File: config.mk
export PLATFORM = sky130hd
export DESIGN_NAME = box_renderer
export DESIGN_NICKNAME = d
export VERILOG_FILES = /design/src/rtl/vga_pkg.sv /design/src/rtl/box_renderer_axis.sv /design/src/rtl/box_renderer.sv
export SDC_FILE = /design/constraint.sdc
export NUM_CORES = 1
export LEC_CHECK = 0
export ABC_AREA = 1
export BUFFER_PORTS_ARGS = -buffer_cell sky130_fd_sc_hd__buf_4
export CORE_ASPECT_RATIO = 0.9
export CORE_MARGIN = 2
export CORE_UTILIZATION = 55
export DETAILED_ROUTE_END_ITERATION = 10
export PLACE_DENSITY = 0.74
export SYNTH_ARGS = -nofsm -noshare
export SYNTH_HDL_FRONTEND = slang
export SYNTH_SLANG_ARGS = --single-unit
File: constraint.sdc
create_clock -name dclk -period 5.7 [get_ports dclk]
set_clock_uncertainty 0.15 [all_clocks]
set_input_delay 0.57 -clock dclk [delete_from_list [all_inputs] [get_ports dclk]]
set_output_delay 0.57 -clock dclk [all_outputs]
set_load 0.02 [all_outputs]
File: src/rtl/vga_pkg.sv
// Shared 640x480 VGA timing constants, box-renderer palette and axis state type.
package vga_pkg;

   localparam int unsigned HPIXELS = 800;
   localparam int unsigned VLINES  = 521;
   localparam int unsigned HBP     = 144;
   localparam int unsigned HFP     = 784;
   localparam int unsigned VBP     = 31;
   localparam int unsigned VFP     = 511;
   localparam int unsigned HACTIVE = HFP - HBP;
   localparam int unsigned VACTIVE = VFP - VBP;

   typedef logic [8:0] rgb_t;

   // Entry 0 sits in the low word so cidx indexes it directly.
   localparam logic [7:0][8:0] PALETTE = {
      9'b100_100_100,
      9'b111_111_111,
      9'b000_111_111,
      9'b111_000_111,
      9'b111_111_000,
      9'b000_000_111,
      9'b000_111_000,
      9'b111_000_000
   };

   localparam logic [3:0] STEP_MIN = 4'd1;
   localparam logic [3:0] STEP_MAX = 4'd8;

   typedef enum logic {
      FWD,
      REV
   } dir_t;

endpackage

File: src/rtl/box_renderer_axis.sv
// One bouncing axis: position moves by step each update and reflects off 0 and LIMIT-BOX.
module box_axis
   import vga_pkg::*;
#(
   parameter int unsigned LIMIT = HACTIVE,
   parameter int unsigned BOX   = 32
) (
   input  logic       dclk,
   input  logic       rst_n,
   input  logic       upd,
   input  logic [3:0] step,
   output logic [9:0] pos,
   output logic       hit
);

   localparam logic [10:0] LIM  = 11'(LIMIT);
   localparam logic [10:0] SIDE = 11'(BOX);
   localparam logic [10:0] TOP  = 11'(LIMIT - BOX);

   dir_t        state;
   logic [10:0] p;
   logic [10:0] stp;

   assign stp = {7'd0, step};

   // 11-bit arithmetic keeps pos+BOX+step and pos-step free of wrap-around.
   always_ff @(posedge dclk or negedge rst_n) begin
      if (!rst_n) begin
         state <= FWD;
         p     <= '0;
         hit   <= 1'b0;
      end else begin
         hit <= 1'b0;
         if (upd) begin
            case (state)
               FWD: begin
                  if (p + SIDE + stp > LIM) begin
                     p     <= TOP;
                     state <= REV;
                     hit   <= 1'b1;
                  end else begin
                     p <= p + stp;
                  end
               end
               REV: begin
                  if (p < stp) begin
                     p     <= '0;
                     state <= FWD;
                     hit   <= 1'b1;
                  end else begin
                     p <= p - stp;
                  end
               end
               default: begin
                  p     <= '0;
                  state <= FWD;
               end
            endcase
         end
      end
   end

   assign pos = p[9:0];

endmodule

File: src/rtl/box_renderer.sv
// Pixel source for the 640x480 timing generator: a solid box bouncing over a flat background.
module box_renderer #(
   parameter int unsigned HPIXELS = vga_pkg::HPIXELS,
   parameter int unsigned VLINES  = vga_pkg::VLINES,
   parameter int unsigned HBP     = vga_pkg::HBP,
   parameter int unsigned HFP     = vga_pkg::HFP,
   parameter int unsigned VBP     = vga_pkg::VBP,
   parameter int unsigned VFP     = vga_pkg::VFP,
   parameter int unsigned BOX     = 32,
   parameter logic [8:0]  BG      = 9'b000_000_001
) (
   input  logic       dclk,
   input  logic       rst_n,
   input  logic [9:0] hc,
   input  logic [9:0] vc,
   input  logic       pause,
   input  logic       speed_up,
   output logic [2:0] red,
   output logic [2:0] green,
   output logic [2:0] blue,
   output logic       bounce
);

   import vga_pkg::*;

   logic [9:0] bx;
   logic [9:0] by;
   logic       hit_x;
   logic       hit_y;
   logic [3:0] step;
   logic [2:0] cidx;
   logic       upd;
   logic       active;
   logic       in_box;
   logic [9:0] x;
   logic [9:0] y;
   rgb_t       pixel;
   rgb_t       rgb;

   assign upd = (hc == '0) && (vc == 10'(VFP)) && !pause;

   assign active = ({1'b0, hc} < 11'(HPIXELS)) && ({1'b0, vc} < 11'(VLINES)) &&
                   (hc >= 10'(HBP)) && (hc < 10'(HFP)) &&
                   (vc >= 10'(VBP)) && (vc < 10'(VFP));

   assign x = hc - 10'(HBP);
   assign y = vc - 10'(VBP);

   assign in_box = (x >= bx) && ({1'b0, x} < {1'b0, bx} + 11'(BOX)) &&
                   (y >= by) && ({1'b0, y} < {1'b0, by} + 11'(BOX));

   always_comb begin
      pixel = '0;
      if (active) begin
         pixel = in_box ? PALETTE[cidx] : BG;
      end
   end

   box_axis #(
      .LIMIT (HFP - HBP),
      .BOX   (BOX)
   ) u_axis_x (
      .dclk  (dclk),
      .rst_n (rst_n),
      .upd   (upd),
      .step  (step),
      .pos   (bx),
      .hit   (hit_x)
   );

   box_axis #(
      .LIMIT (VFP - VBP),
      .BOX   (BOX)
   ) u_axis_y (
      .dclk  (dclk),
      .rst_n (rst_n),
      .upd   (upd),
      .step  (step),
      .pos   (by),
      .hit   (hit_y)
   );

   // Hits are registered in the axes, so cidx advances on the cycle after upd, still in blanking.
   always_ff @(posedge dclk or negedge rst_n) begin
      if (!rst_n) begin
         step <= STEP_MIN;
         cidx <= '0;
         rgb  <= '0;
      end else begin
         if (speed_up && (step < STEP_MAX)) begin
            step <= step + 4'd1;
         end
         if (hit_x || hit_y) begin
            cidx <= cidx + 3'd1;
         end
         rgb <= pixel;
      end
   end

   assign {red, green, blue} = rgb;
   assign bounce = hit_x | hit_y;

endmodule
==> summary.txt <==
Synthesis
  – Post-synthesis sequential area ratio: 0.210
  – Post-Synthesis Cell Area: 4770 um^2
  – Post-synth ARST share: 1.00
  – Seq cells post-synth: 40
  – Post-Synthesis Cells: 687
  – Syn nets: 778
  – Synth area leader: dfrtp_1
  – Unique cell type count in the Yosys netlist: 45
  – Predominant post-synthesis flop cell: dfrtp_1
  – Number of synthesized flops with an enable pin: 0
  – Yosys warns: 0
  – Syn avg cell area: 6.94 um^2
  – Most numerous cell in the Yosys netlist: nand2_1
  – Synth cell count leaders: nand2_1 (137), inv_1 (92), nor2_1 (78), ha_1 (63), nand3_1 (52)
  – Synth top area cells: dfrtp_1 (20%), ha_1 (17%), nand2_1 (11%), inv_1 (7.2%), xor2_1 (6.8%)
  – Area share of the largest cell type after synthesis: 0.205

Timing
  – Final min period: 2840 ps
  – Setup Viol. Count Final: 0
  – Final hold vios: 0
  – Max-slew violations: 0
  – Worst hold-check slack: 80.7 ps
  – Slew HR: 0.651
  – RSZ-0062 raised after global routing: no
  – Worst-margin pin slew: 523 ps
  – Max frequency: 353 MHz
  – Final worst path period share: 0.498
  – Setup TNS: 0 ps

Pwr
  – PD cells: 124 nW/um^2
  – Leakage: 2.77 nW
  – Tot Pwr: 0.645 mW
  – Worst vdd ir: 85.6 uV

Global routing
  – Remaining global-route overflow: 0
  – First-pass GRT wire length: 19.8 mm
  – Gr usage total: 0.259
  – Pin count of the biggest net entering global routing: 41
  – Initial antenna violation count: 0
  – Vias in the first global route: 4338

Floorplan
  – Die height: 92.3 um
  – Core Region: 8490 um^2
  – Die ar.: 9430 um^2
  – FP Rows: 32
  – DIE WIDTH: 102 um
  – I/O Pins: 34
  – Initial core utilization: 0.561

Placement
  – Port-buffer cells: 33
  – HPWL Detailed: 9.26 mm
  – Area after DPL: 5070 um^2
  – GPL Wtd Cong: 0.932

Flow run
  – Max cap viols: 0

Clock network
  – Clk root buf: clkbuf_8
  – TritonCTS buffer count: 5
  – CTS Hold Bufs: 0
  – CTS tree: yes
  – Clock slew at reported path FFs: 80 ps
  – Post CTS Setup Buffer Count: 0
  – Buffers from clock root to sink, at most: 2
  – Post-CTS sizing: 0
  – Clk sinks: 40
  – CTS H-tree lvls: 2
  – Worst-skew pair later-pin latency: 310 ps

Routing
  – Via density per instance: 5.54
  – Routed vias: 4617
  – Post-detailed-routing wire length: 11.7 mm
  – Avg WL per Cell: 14.0 um
  – DRT Pass-1 Iters: 5
  – ANT nets after route: 0
  – DRT iter0 DRCs: 300
  – Post-route DRC: 0

Final layout
  – Fin nets: 805
  – Area Overhead vs Synth: 8.74%
  – Fin area: 5180 um^2
  – Fillers: 803
  – Layout cell share with drive strength beyond 1: 0.115
  – Number of diodes: 0

Worst setup path
  – Worst R2R Start: u_axis_y.p[5]$_DFFE_PN0P_
  – Setup crit end kind: flop
  – WP data required: 5770 ps
  – CP Class: reg2reg
  – Crit Path Max Fanout: 8
  – Worst Reg-to-Reg Cells: 9
  – R2R Setup Slk: 2860 ps
  – Startpoint Class: flop
  – Worst r2r dst: rgb[7]$_DFF_PN0_
  – Worst path arrival time: 2910 ps

Status
  – Outcome: finished clean

Worst hold path
  – Path type of the worst min-delay path: in2async
layout make-up:
| class | instances | area, um^2 | area share |
|---|---|---|---|
| Multi-Input combinational cell | 531 | 3290 | 0.634 |
| Sequential cell | 40 | 1000 | 0.193 |
| Inverter | 103 | 388 | 0.0748 |
| Timing Repair Buffer | 33 | 248 | 0.0478 |
| Tap cell | 119 | 149 | 0.0287 |
| Clock buffer | 6 | 72.6 | 0.0140 |
| Clock inverter | 2 | 35.0 | 0.00676 |
metrics by stage:
stage,util,cells,setup slack [ps]
floorplan,-,687,3050
global route,0.611,834,2610
detailed placement,0.598,826,2600
global placement,0.598,826,2750
CTS,0.611,834,2880
finish,0.611,834,2860
layer usage:
metal | track usage | part of all wire
met5 | 0 | 0
met4 | 0.0667 | 0.018
met3 | 0.0302 | 0.062
met2 | 0.402 | 0.43
met1 | 0.382 | 0.49
layout by cell type, fill, tap and decap left out, types with 2 or more instances in the layout:
master,Yosys,layout
nand3_2,5,5
dfrtp_1,39,39
xor2_1,37,37
clkinv_2,1,2
nand4_1,29,29
inv_2,9,9
nor2_2,4,4
o21bai_1,3,3
nor2_1,78,78
nor3_1,12,12
ha_1,63,63
o211ai_1,2,2
o21ai_0,22,22
inv_1,92,92
nand2_1,137,137
nor2_4,2,2
fa_1,4,4
nor3b_1,2,2
xor2_2,2,2
xnor2_1,3,3
buf_4,3,33
nand3_1,52,52
a31oi_1,2,2
nand2_2,8,8
o21a_1,3,3
a21oi_2,2,2
nor4_1,2,2
a21oi_1,45,45
clkbuf_8,0,5
state kept, by name, indices dropped and copies added, names as in the netlist:
signal,count
step,4
u_axis_x.hit,1
cidx,3
u_axis_y.p,11
rgb,7
u_axis_x.p,11
u_axis_y.hit,1
u_axis_y.state,1
u_axis_x.state,1
where the power goes:
part | switching, mW | internal [mW]
Clock | 0.112 | 0.130
Combinational | 0.0683 | 0.0470
Sequential | 0.00193 | 0.285
Total | 0.182 | 0.463
how the worst max path moves through the flow:
stage	depth (start not counted)	slack [ps]	endpoint	startpoint
detailed placement	16	2600	rgb[7]$_DFF_PN0_	vc[4]
global placement	15	2750	rgb[4]$_DFF_PN0_	vc[0]
global route	16	2610	rgb[8]$_DFF_PN0_	vc[4]
floorplan	14	3050	rgb[1]$_DFF_PN0_	hc[4]
CTS	9	2880	rgb[7]$_DFF_PN0_	u_axis_y.p[5]$_DFFE_PN0P_
finish	9	2860	rgb[7]$_DFF_PN0_	u_axis_y.p[5]$_DFFE_PN0P_
critical path: stages (launching register included):
cell and delay (ps):
dfrtp_1 570, inv_1 280, nor3_1 380, xor2_1 190, ha_1 260, a21oi_1 180, o21ai_0 130, nor3_2 260
nand2_1 180, nor3_1 170
logic make-up after synthesis:
| family | Yosys count | synth area share |
|---|---|---|
| and+or+nand+nor | 338 | 0.328 |
| buffers and inverters | 116 | 0.0998 |
| AOI/OAI and AO/OA | 84 | 0.0990 |
| adders and majority gates | 67 | 0.182 |
| xor gates and xnor gates | 42 | 0.0803 |
| DFF | 40 | 0.210 |
Power figures use the tool's default switching activity.
